$ cat config.mk
export PLATFORM = sky130hd
export DESIGN_NAME = mem_arbiter
export DESIGN_NICKNAME = d
export VERILOG_FILES = /design/src/rtl/mem_arbiter_pkg.sv /design/src/rtl/mem_arbiter_rr.sv /design/src/rtl/mem_arbiter.sv
export SDC_FILE = /design/constraint.sdc
export NUM_CORES = 1
export LEC_CHECK = 0
export ABC_AREA = 1
export CORE_AREA = 2 2 275 277
export CTS_BUF_LIST = sky130_fd_sc_hd__clkbuf_8
export CTS_CLUSTER_DIAMETER = 100
export DETAILED_ROUTE_END_ITERATION = 8
export DIE_AREA = 0 0 277 279
export PLACE_DENSITY = 0.47
export SLEW_MARGIN = 10
export SYNTH_ARGS = -nofsm -noshare
export SYNTH_HDL_FRONTEND = slang
export SYNTH_SLANG_ARGS = --single-unit
$ cat constraint.sdc
create_clock -name clock -period 1.98 [get_ports clock]
set_input_delay 0.198 -clock clock [delete_from_list [all_inputs] [get_ports clock]]
set_output_delay 0.198 -clock clock [all_outputs]
set_load 0.005 [all_outputs]
$ cat src/rtl/mem_arbiter_pkg.sv
// mem_arbiter_pkg: shared widths, FSM states and round-robin pointer encodings for mem_arbiter.
package mem_arbiter_pkg;
  localparam int MEM_ADDR_W  = 16;
  localparam int MEM_BLOCK_W = 128;
  typedef enum logic [1:0] {
    IDLE    = 2'd0,
    GRANT_I = 2'd1,
    GRANT_D = 2'd2,
    RELEASE = 2'd3
  } state_e;
  localparam logic PTR_I = 1'b0;
  localparam logic PTR_D = 1'b1;
endpackage

$ cat src/rtl/mem_arbiter_rr.sv
// rr_arbiter2: two-requester round-robin grant with a registered pointer (bit0 = I-cache, bit1 = D-cache).
module rr_arbiter2
  import mem_arbiter_pkg::*;
(
  input  logic       clock,
  input  logic       reset,
  input  logic [1:0] req,
  input  logic       upd,
  input  logic       ptr_in,
  output logic [1:0] gnt
);
  logic ptr_q, ptr_d;
  always_comb begin
    ptr_d = upd ? ptr_in : ptr_q;
    gnt   = (req == 2'b11) ? (ptr_q == PTR_D ? 2'b10 : 2'b01) : req;
  end
  always_ff @(posedge clock or negedge reset) begin
    if (!reset) ptr_q <= PTR_D;
    else        ptr_q <= ptr_d;
  end
endmodule

$ cat src/rtl/mem_arbiter.sv
// mem_arbiter: shares one block-granular memory port between the I-cache and D-cache controllers.
// All outputs are registered; a D writeback forces the pointer to D so its refill stays atomic.
module mem_arbiter
  import mem_arbiter_pkg::*;
#(
  parameter int ADDR_W  = MEM_ADDR_W,
  parameter int BLOCK_W = MEM_BLOCK_W
) (
  input  logic               clock,
  input  logic               reset,
  input  logic               iRen,
  input  logic [ADDR_W-1:0]  iBlockAddr,
  output logic               iReadReady,
  output logic [BLOCK_W-1:0] iDout,
  input  logic               dRen,
  input  logic               dWen,
  input  logic [ADDR_W-1:0]  dBlockAddr,
  input  logic [BLOCK_W-1:0] dDin,
  output logic               dReadReady,
  output logic               dWriteDone,
  output logic [BLOCK_W-1:0] dDout,
  output logic               memRen,
  output logic               memWen,
  output logic [ADDR_W-1:0]  memBlockAddr,
  output logic [BLOCK_W-1:0] memDin,
  input  logic               memReadReady,
  input  logic [BLOCK_W-1:0] memDout,
  input  logic               memWriteDone,
  output logic               busy
);
  state_e state_q, state_d;
  logic wr_q, wr_d, ren_q, ren_d, wen_q, wen_d;
  logic irdy_q, irdy_d, drdy_q, drdy_d, dwd_q, dwd_d, busy_q, busy_d;
  logic [ADDR_W-1:0]  addr_q, addr_d;
  logic [BLOCK_W-1:0] din_q, din_d, idout_q, idout_d, ddout_q, ddout_d;
  logic [1:0] gnt;
  logic upd, ptr_in;

  rr_arbiter2 u_rr (
    .clock  (clock),
    .reset  (reset),
    .req    ({dRen | dWen, iRen}),
    .upd    (upd),
    .ptr_in (ptr_in),
    .gnt    (gnt)
  );

  always_comb begin
    state_d = state_q;
    wr_d    = wr_q;
    ren_d   = ren_q;
    wen_d   = wen_q;
    addr_d  = addr_q;
    din_d   = din_q;
    idout_d = idout_q;
    ddout_d = ddout_q;
    irdy_d  = 1'b0;
    drdy_d  = 1'b0;
    dwd_d   = 1'b0;
    upd     = 1'b0;
    ptr_in  = PTR_D;
    case (state_q)
      IDLE: begin
        if (gnt[0]) begin
          state_d = GRANT_I;
          addr_d  = iBlockAddr;
          wr_d    = 1'b0;
          ren_d   = 1'b1;
        end else if (gnt[1]) begin
          state_d = GRANT_D;
          addr_d  = dBlockAddr;
          wr_d    = dWen;
          ren_d   = !dWen;
          wen_d   = dWen;
          din_d   = dWen ? dDin : din_q;
        end
      end
      GRANT_I: begin
        if (memReadReady) begin
          state_d = RELEASE;
          idout_d = memDout;
          irdy_d  = 1'b1;
          ren_d   = 1'b0;
          upd     = 1'b1;
          ptr_in  = PTR_D;
        end
      end
      GRANT_D: begin
        // the handshake for the other operation type is ignored while granted
        if (wr_q && memWriteDone) begin
          state_d = RELEASE;
          dwd_d   = 1'b1;
          wen_d   = 1'b0;
          upd     = 1'b1;
          ptr_in  = PTR_D;
        end else if (!wr_q && memReadReady) begin
          state_d = RELEASE;
          ddout_d = memDout;
          drdy_d  = 1'b1;
          ren_d   = 1'b0;
          upd     = 1'b1;
          ptr_in  = PTR_I;
        end
      end
      RELEASE: state_d = (!memReadReady && !memWriteDone) ? IDLE : RELEASE;
      default: state_d = IDLE;
    endcase
    busy_d = (state_d != IDLE);
  end

  always_ff @(posedge clock or negedge reset) begin
    if (!reset) begin
      state_q <= IDLE;
      wr_q    <= 1'b0;
      ren_q   <= 1'b0;
      wen_q   <= 1'b0;
      addr_q  <= '0;
      din_q   <= '0;
      idout_q <= '0;
      ddout_q <= '0;
      irdy_q  <= 1'b0;
      drdy_q  <= 1'b0;
      dwd_q   <= 1'b0;
      busy_q  <= 1'b0;
    end else begin
      state_q <= state_d;
      wr_q    <= wr_d;
      ren_q   <= ren_d;
      wen_q   <= wen_d;
      addr_q  <= addr_d;
      din_q   <= din_d;
      idout_q <= idout_d;
      ddout_q <= ddout_d;
      irdy_q  <= irdy_d;
      drdy_q  <= drdy_d;
      dwd_q   <= dwd_d;
      busy_q  <= busy_d;
    end
  end

  assign memRen       = ren_q;
  assign memWen       = wen_q;
  assign memBlockAddr = addr_q;
  assign memDin       = din_q;
  assign iDout        = idout_q;
  assign dDout        = ddout_q;
  assign iReadReady   = irdy_q;
  assign dReadReady   = drdy_q;
  assign dWriteDone   = dwd_q;
  assign busy         = busy_q;
endmodule

==> out/metrics.cfg, run 1 <==
[run_status]
status = finished clean

[synthesis]
synth_area_leaders = dfrtp_1 (64%), nand2_1 (11%), o21ai_1 (8.0%)
syn_area_um2 = 15980
yosysMostFrequentCell = nand2_1
syn_area_per_cell_um2 = 9.419
synth.net_count = 1998
seq_area_frac_synth = 0.6420
async_flop_share = 1.000
yosys_warnings = 0
ys_ff_latch = 410
synthTopCellsByCount = nand2_1 (459), dfrtp_1 (409), inv_1 (289)
yosys.area.top_type = dfrtp_1
synthFlopType = dfrtp_1
syn_inst = 1697
synth.top_cell.area_share = 0.6403
synth_edf_count = 0
ys_types = 21

[critical_path]
worstSetupPathType = register to primary output
max_stage_delay_ns = 0.65
path_cells = clkdlybuf4s50_1
critPathArrivalTime_ns = 1.65
crit_path_top_delay_cell = clkdlybuf4s50_1
required_ns = 1.78
crit_family = buffers and inverters
path_buf_inv = 1
cp-end-kind = primary output
start_kind = register
cp_max_fo = 2

[routing]
top_layer_used = met5
drc = 0
vias = 13902
wire_per_inst_um = 17.27
routed_wl_um = 60220
viasPerCell = 3.988
ant_nets = 0
wl_met2_um = 29640
route.met3.wl_um = 6102
met1Wirelength_um = 22830
firstDrtPassIters = 5
drtIter0Drc = 584

[power]
p_per_area_nw_per_um2 = 1468
leakagePower_uw = 0.01258
peakVddDrop_mv = 0.7116

[cts]
cts.sink_count = 410
clkTransAtPathRegs_ns = 0.06
htreeDepth = 3
clkLatencyLatePin_ns = 0.65
cts_tree = yes
clk_root_buffer_cell = clkbuf_8
clockBufferDepth = 3
cts_setup_buffers = 0
cts_inserted_buffers = 76

[sta]
post-route-period-util = 0.9321
clock_skew_ns = 0.03936
rsz0062_at_grt = false
tightest_slew_ns = 0.4837
holdWs_ns = 0.09472
clock.fmax_mhz = 541.8
fin_crit_ns = 1.846
slew_headroom = 0.6776
setup_tns_ns = 0
slew_violations = 0
setup_viol = 0
hold_viol = 0

[die]
dieArea_um2 = 77280
ios = 701
die_h_um = 279
die_w_um = 277
core_region_area_um2 = 74070
rows = 100
start_util = 0.2158

[final_layout]
area_growth_pct = 63.15
nets = 2765
drive_above_1_share = 0.07524
finalNonFillerCells = 3486
finalCoreUtilization = 0.3521
fill_cells = 7588

[place]
dp_cells = 3351
numPortBuffers = 700
place_hpwl_um = 46190
gp_congestion = 0.8413

[global_route]
grt_pass1_vias = 14796
grt_max_degree = 86
grt_usage = 0.1542
grt_first_pass_wirelength_um = 91980
grt-ovfl-total = 0
grt_antenna_before_repair = 8

[job]
cap_violations = 0

[worst_hold_path]
hold_path.class = input port to register

==> metrics by stage <==
stage / instance area [um^2] / total power (uW) / worst slack [ns]
finish: 26080 / 38290 / 0.1344
global route: 26070 / 41180 / 0.02734
CTS: 26070 / 39050 / 0.02999
detailed placement: 24580 / 30790 / 0.2030
global placement: 24580 / 30600 / 0.2407
floorplan: 15980 / 19470 / 0.5051
==> where the power goes <==
part | total, uW | internal [uW] | switching, uW | leakage [uW]
logic | 16000 | 9260 | 6720 | 0.00660
clock network | 7860 | 4220 | 3640 | 0.000831
registers | 14500 | 12200 | 2240 | 0.00515
total | 38300 | 25700 | 12600 | 0.0126
==> cells by family (layout without fill, tap and decap cells) <==
group                      count (synthesis)  in the layout  share of synthesized area
and+or+nand+nor                          505            505                     0.1252
DFF                                      410            410                     0.6420
AOI/OAI and AO/OA                        393            393                     0.1238
buffers and inverters                    383           1198                     0.1043
adders and majority gates                  6              6                   0.004697
other                                      0              5                          0
==> final cells by class <==
| type | instances | area, um^2 | area share |
|---|---|---|---|
| sequential | 410 | 10260 | 0.3935 |
| clock inverter | 37 | 216.5 | 0.008300 |
| inverter | 292 | 1099 | 0.04212 |
| multi-input combinational | 904 | 4084 | 0.1566 |
| clock buffer | 89 | 1225 | 0.04697 |
| antenna | 5 | 12.51 | 0.0004798 |
| tap | 969 | 1212 | 0.04649 |
| timing repair buffer | 780 | 7969 | 0.3056 |
==> sequential cells by signal, summed over array words and instances (netlist names) <==
signal and count:
busy 1, dDout 128, dReadReady 1, dWriteDone 1, iDout 128, iReadReady 1
memBlockAddr 16, memDin 128, memRen 1, memWen 1, state_q 2, u_rr.ptr_q 1
wr_q 1
==> timing repair <==
action | 4_1_cts | 5_1_grt
resized for setup | 1 | 0
hold buffers | 4 | 0
setup endpoints to repair | 1 | 0
endpoints found under the hold margin | 238 | 0
==> placed cells by master, fill, tap and decap left out <==
master and n:
clkdlybuf4s50_1 698, nand2_1 459, dfrtp_1 409, inv_1 312, o21ai_1 255, o21ai_0 135
clkbuf_8 89, buf_4 49, buf_12 28, nand3_1 21, nand3b_1 16, ha_1 6
clkinv_2 6, diode_2 5, nor2_1 4, inv_6 3, dlygate4sd3_1 3, nand4_1 2
inv_2 2, a21oi_1 2, nand3_4 2, nand2_8 1, a21oi_4 1, inv_4 1
clkinv_4 1, clkinvlp_4 1, bufinv_16 1, inv_8 1, clkinv_8 1, buf_8 1
dlygate4sd2_1 1, dfstp_2 1
==> worst paths after layout <==
kind | start | to | slack [ns] | cells after the start
setup / recovery | dDout[48] | dDout[48] | 0.13 | 1
hold / removal | dDin[123] | memDin[123] | 0.09 | 3
setup reg to reg | state_q[0] | memDin[17] | 0.22 | 7
hold reg to reg | u_rr.ptr_q | u_rr.ptr_q | 0.47 | 2
max in group asynchronous | reset | memDin[86] | 0.66 | 5
min in group asynchronous | reset | iDout[29] | 0.55 | 3
==> routing by layer <==
metal,up-vias,GRT usage
met4,8,0.05491
met5,-,0
met3,103,0.06753
li1,6809,-
met1,6445,0.1662
met2,537,0.2684
No activity file was read; power rests on OpenSTA's default activity.
==> run 2, diff against run 1 <==
--- a/config.mk
+++ b/config.mk
@@ -6,12 +6,12 @@
 export NUM_CORES = 1
 export LEC_CHECK = 0
 export ABC_AREA = 1
-export CORE_AREA = 2 2 275 277
-export CTS_BUF_LIST = sky130_fd_sc_hd__clkbuf_8
+export CORE_AREA = 2 2 276 278
+export CTS_BUF_LIST = sky130_fd_sc_hd__clkbuf_2
 export CTS_CLUSTER_DIAMETER = 100
 export DETAILED_ROUTE_END_ITERATION = 8
-export DIE_AREA = 0 0 277 279
-export PLACE_DENSITY = 0.47
+export DIE_AREA = 0 0 278 280
+export PLACE_DENSITY = 0.48
 export SLEW_MARGIN = 10
 export SYNTH_ARGS = -nofsm -noshare
 export SYNTH_HDL_FRONTEND = slang
==> constraint.sdc (replaced) <==
create_clock -name clock -period 1.5 [get_ports clock]
set_input_delay 0.15 -clock clock [delete_from_list [all_inputs] [get_ports clock]]
set_output_delay 0.15 -clock clock [all_outputs]
set_load 0.005 [all_outputs]
==> run 2 against run 1 <==
The run now ends with negative setup slack left; clock skew is 0.11 ns higher; worst setup slack worse by 0.56 ns; routed wire length is 23% higher; utilization is 9.8 points higher; non-clock buffer count is 804 higher; critical path depth stayed put; largest cell class is now non-clock buffers.
==> out/metrics.cfg, run 2 (synthesized netlist as in run 1, its figures left out) <==
[cts]
cts_tree = yes
cts.sink_count = 410
clockBufferDepth = 3
clk_root_buffer_cell = clkbuf_2
clkTransAtPathRegs_ns = 0.11
htreeDepth = 3
clkLatencyLatePin_ns = 1.20
cts_inserted_buffers = 115

[place]
numPortBuffers = 700
gp_congestion = 0.8434
place_hpwl_um = 45650

[power]
intPower_uw = 35190
power_uw = 55880
pwr-share-seq = 0.346
pwr-share-clk = 0.150
leakagePower_uw = 0.01752
p_per_area_nw_per_um2 = 1650
combinationalPowerShare = 0.504
peakVddDrop_mv = 0.7863
power_switching_uw = 20690
power.share.switching = 0.3703

[routing]
drc = 0
drtIter0Drc = 638
viasPerCell = 4.090
ant_nets = 0
routed_wl_um = 74200
firstDrtPassIters = 7
wire_per_inst_um = 16.96
vias = 17893

[critical_path]
cp-end-kind = primary output
path_buf_inv = 1
required_ns = 1.35
start_kind = register
path_cells = buf_6
worstSetupPathType = register to primary output
cp_max_fo = 2
max_stage_delay_ns = 0.48
critPathArrivalTime_ns = 1.78
crit_family = flip-flops
crit_path_top_delay_cell = dfrtp_2

[die]
start_util = 0.2126
dieArea_um2 = 77840
ios = 701
rows = 101
die_h_um = 280
core_region_area_um2 = 75190
die_w_um = 278

[global_route]
grt_first_pass_wirelength_um = 103300
grt_pass1_vias = 17934
grt-ovfl-total = 0
grt_max_degree = 53
grt_usage = 0.1694
grt_antenna_before_repair = 7

[sta]
clock.fmax_mhz = 518.0
slew_headroom = 0.6119
fin_crit_ns = 1.931
holdWs_ns = 0.1917
hold_viol = 0
clock_skew_ns = 0.1449
slew_violations = 0
finalWorstSetupSlack_ns = -0.4305
tightest_slew_ns = 0.5821
setup_viol = 558
rsz0062_at_grt = true
post-route-period-util = 1.287

[final_layout]
finalCoreUtilization = 0.4504
layout_common_cells = dlygate4sd3_1 (474), dfrtp_1 (406), buf_2 (324)
nets = 3609
fill_cells = 7107
mostFrequentLayoutCell = dlygate4sd3_1
area_growth_pct = 111.9
drive_above_1_share = 0.3730

[run_status]
status = finished with violations
violations = negative setup slack

[worst_hold_path]
hold_path.class = input port to register

[job]
cap_violations = 0

run 2: final timing paths:
path | startpoint | end | slack [ns] | cells after the start
worst max-delay path | iDout[50] | iDout[50] | -0.43 | 1
worst min-delay path | memDout[120] | iDout[120] | 0.19 | 4
worst max register to register | state_q[1] | memDin[127] | -0.16 | 10
worst min register to register | u_rr.ptr_q | u_rr.ptr_q | 0.47 | 2
max in group asynchronous | reset | memDin[107] | 0.10 | 5
min in group asynchronous | reset | iDout[5] | 0.48 | 4
run 2: routing by layer:
metal	global-route usage	up-vias	wire length, um	part of all wire
met2	0.2888	650	36490	0.49
met1	0.1918	8474	29330	0.40
met3	0.05854	186	5462	0.074
met5	0	-	57	0.00077
met4	0.07429	8	2866	0.039
li1	-	8575	-	-
run 2: layout make-up:
type | count | area, um^2 | area share
Sequential cell | 410 | 10260 | 0.3031
Timing Repair Buffer | 1584 | 15030 | 0.4439
Clock inverter | 28 | 162.7 | 0.004803
Antenna cell | 3 | 7.507 | 0.0002217
Tap cell | 978 | 1224 | 0.03613
Inverter | 292 | 1109 | 0.03273
Multi-Input combinational cell | 904 | 5184 | 0.1531
Clock buffer | 175 | 875.8 | 0.02586
Timing Repair inverter | 1 | 5.005 | 0.0001478
run 2: power groups by stage:
stage                     clock network, uW  registers (uW)  logic [uW]
after floorplan                           0           19200        6510
after global placement                    0           18900       21600
after detailed placement                  0           19000       21700
after CTS                              8790           18900       21800
after global routing                   9480           19800       30600
final                                  8380           19300       28200
run 2: through the flow:
step                      worst slack, ns  TNS [ns]  instance area (um^2)  std cells
after global placement           -0.08118    -6.955                 24820       3382
after global routing              -0.6497   -227.40                 33870       4375
final                             -0.4305   -132.41                 33870       4375
after CTS                         -0.6341   -217.04                 30500       4172
after floorplan                   0.02514         0                 15980       1697
after detailed placement         -0.09044    -10.94                 24820       3382
run 2: repair_timing:
item / CTS / global route
buffers inserted: 95 / 166
endpoints found under the hold margin: 818 / 0
hold buffers: 474 / 0
gates cloned: 19 / 38
endpoints found under the setup margin: 504 / 623
pin swaps: 6 / 19
gates resized for setup: 1801 / 398
==> run 3, diff against run 2 <==
--- a/config.mk
+++ b/config.mk
@@ -6,6 +6,7 @@
 export NUM_CORES = 1
 export LEC_CHECK = 0
 export ABC_AREA = 1
+export ABC_CLOCK_PERIOD_IN_PS = 1500
 export CORE_AREA = 2 2 276 278
 export CTS_BUF_LIST = sky130_fd_sc_hd__clkbuf_2
 export CTS_CLUSTER_DIAMETER = 100
==> results of run 3 <==
The final DEF is identical to that of run 2; final timing and power are the same.
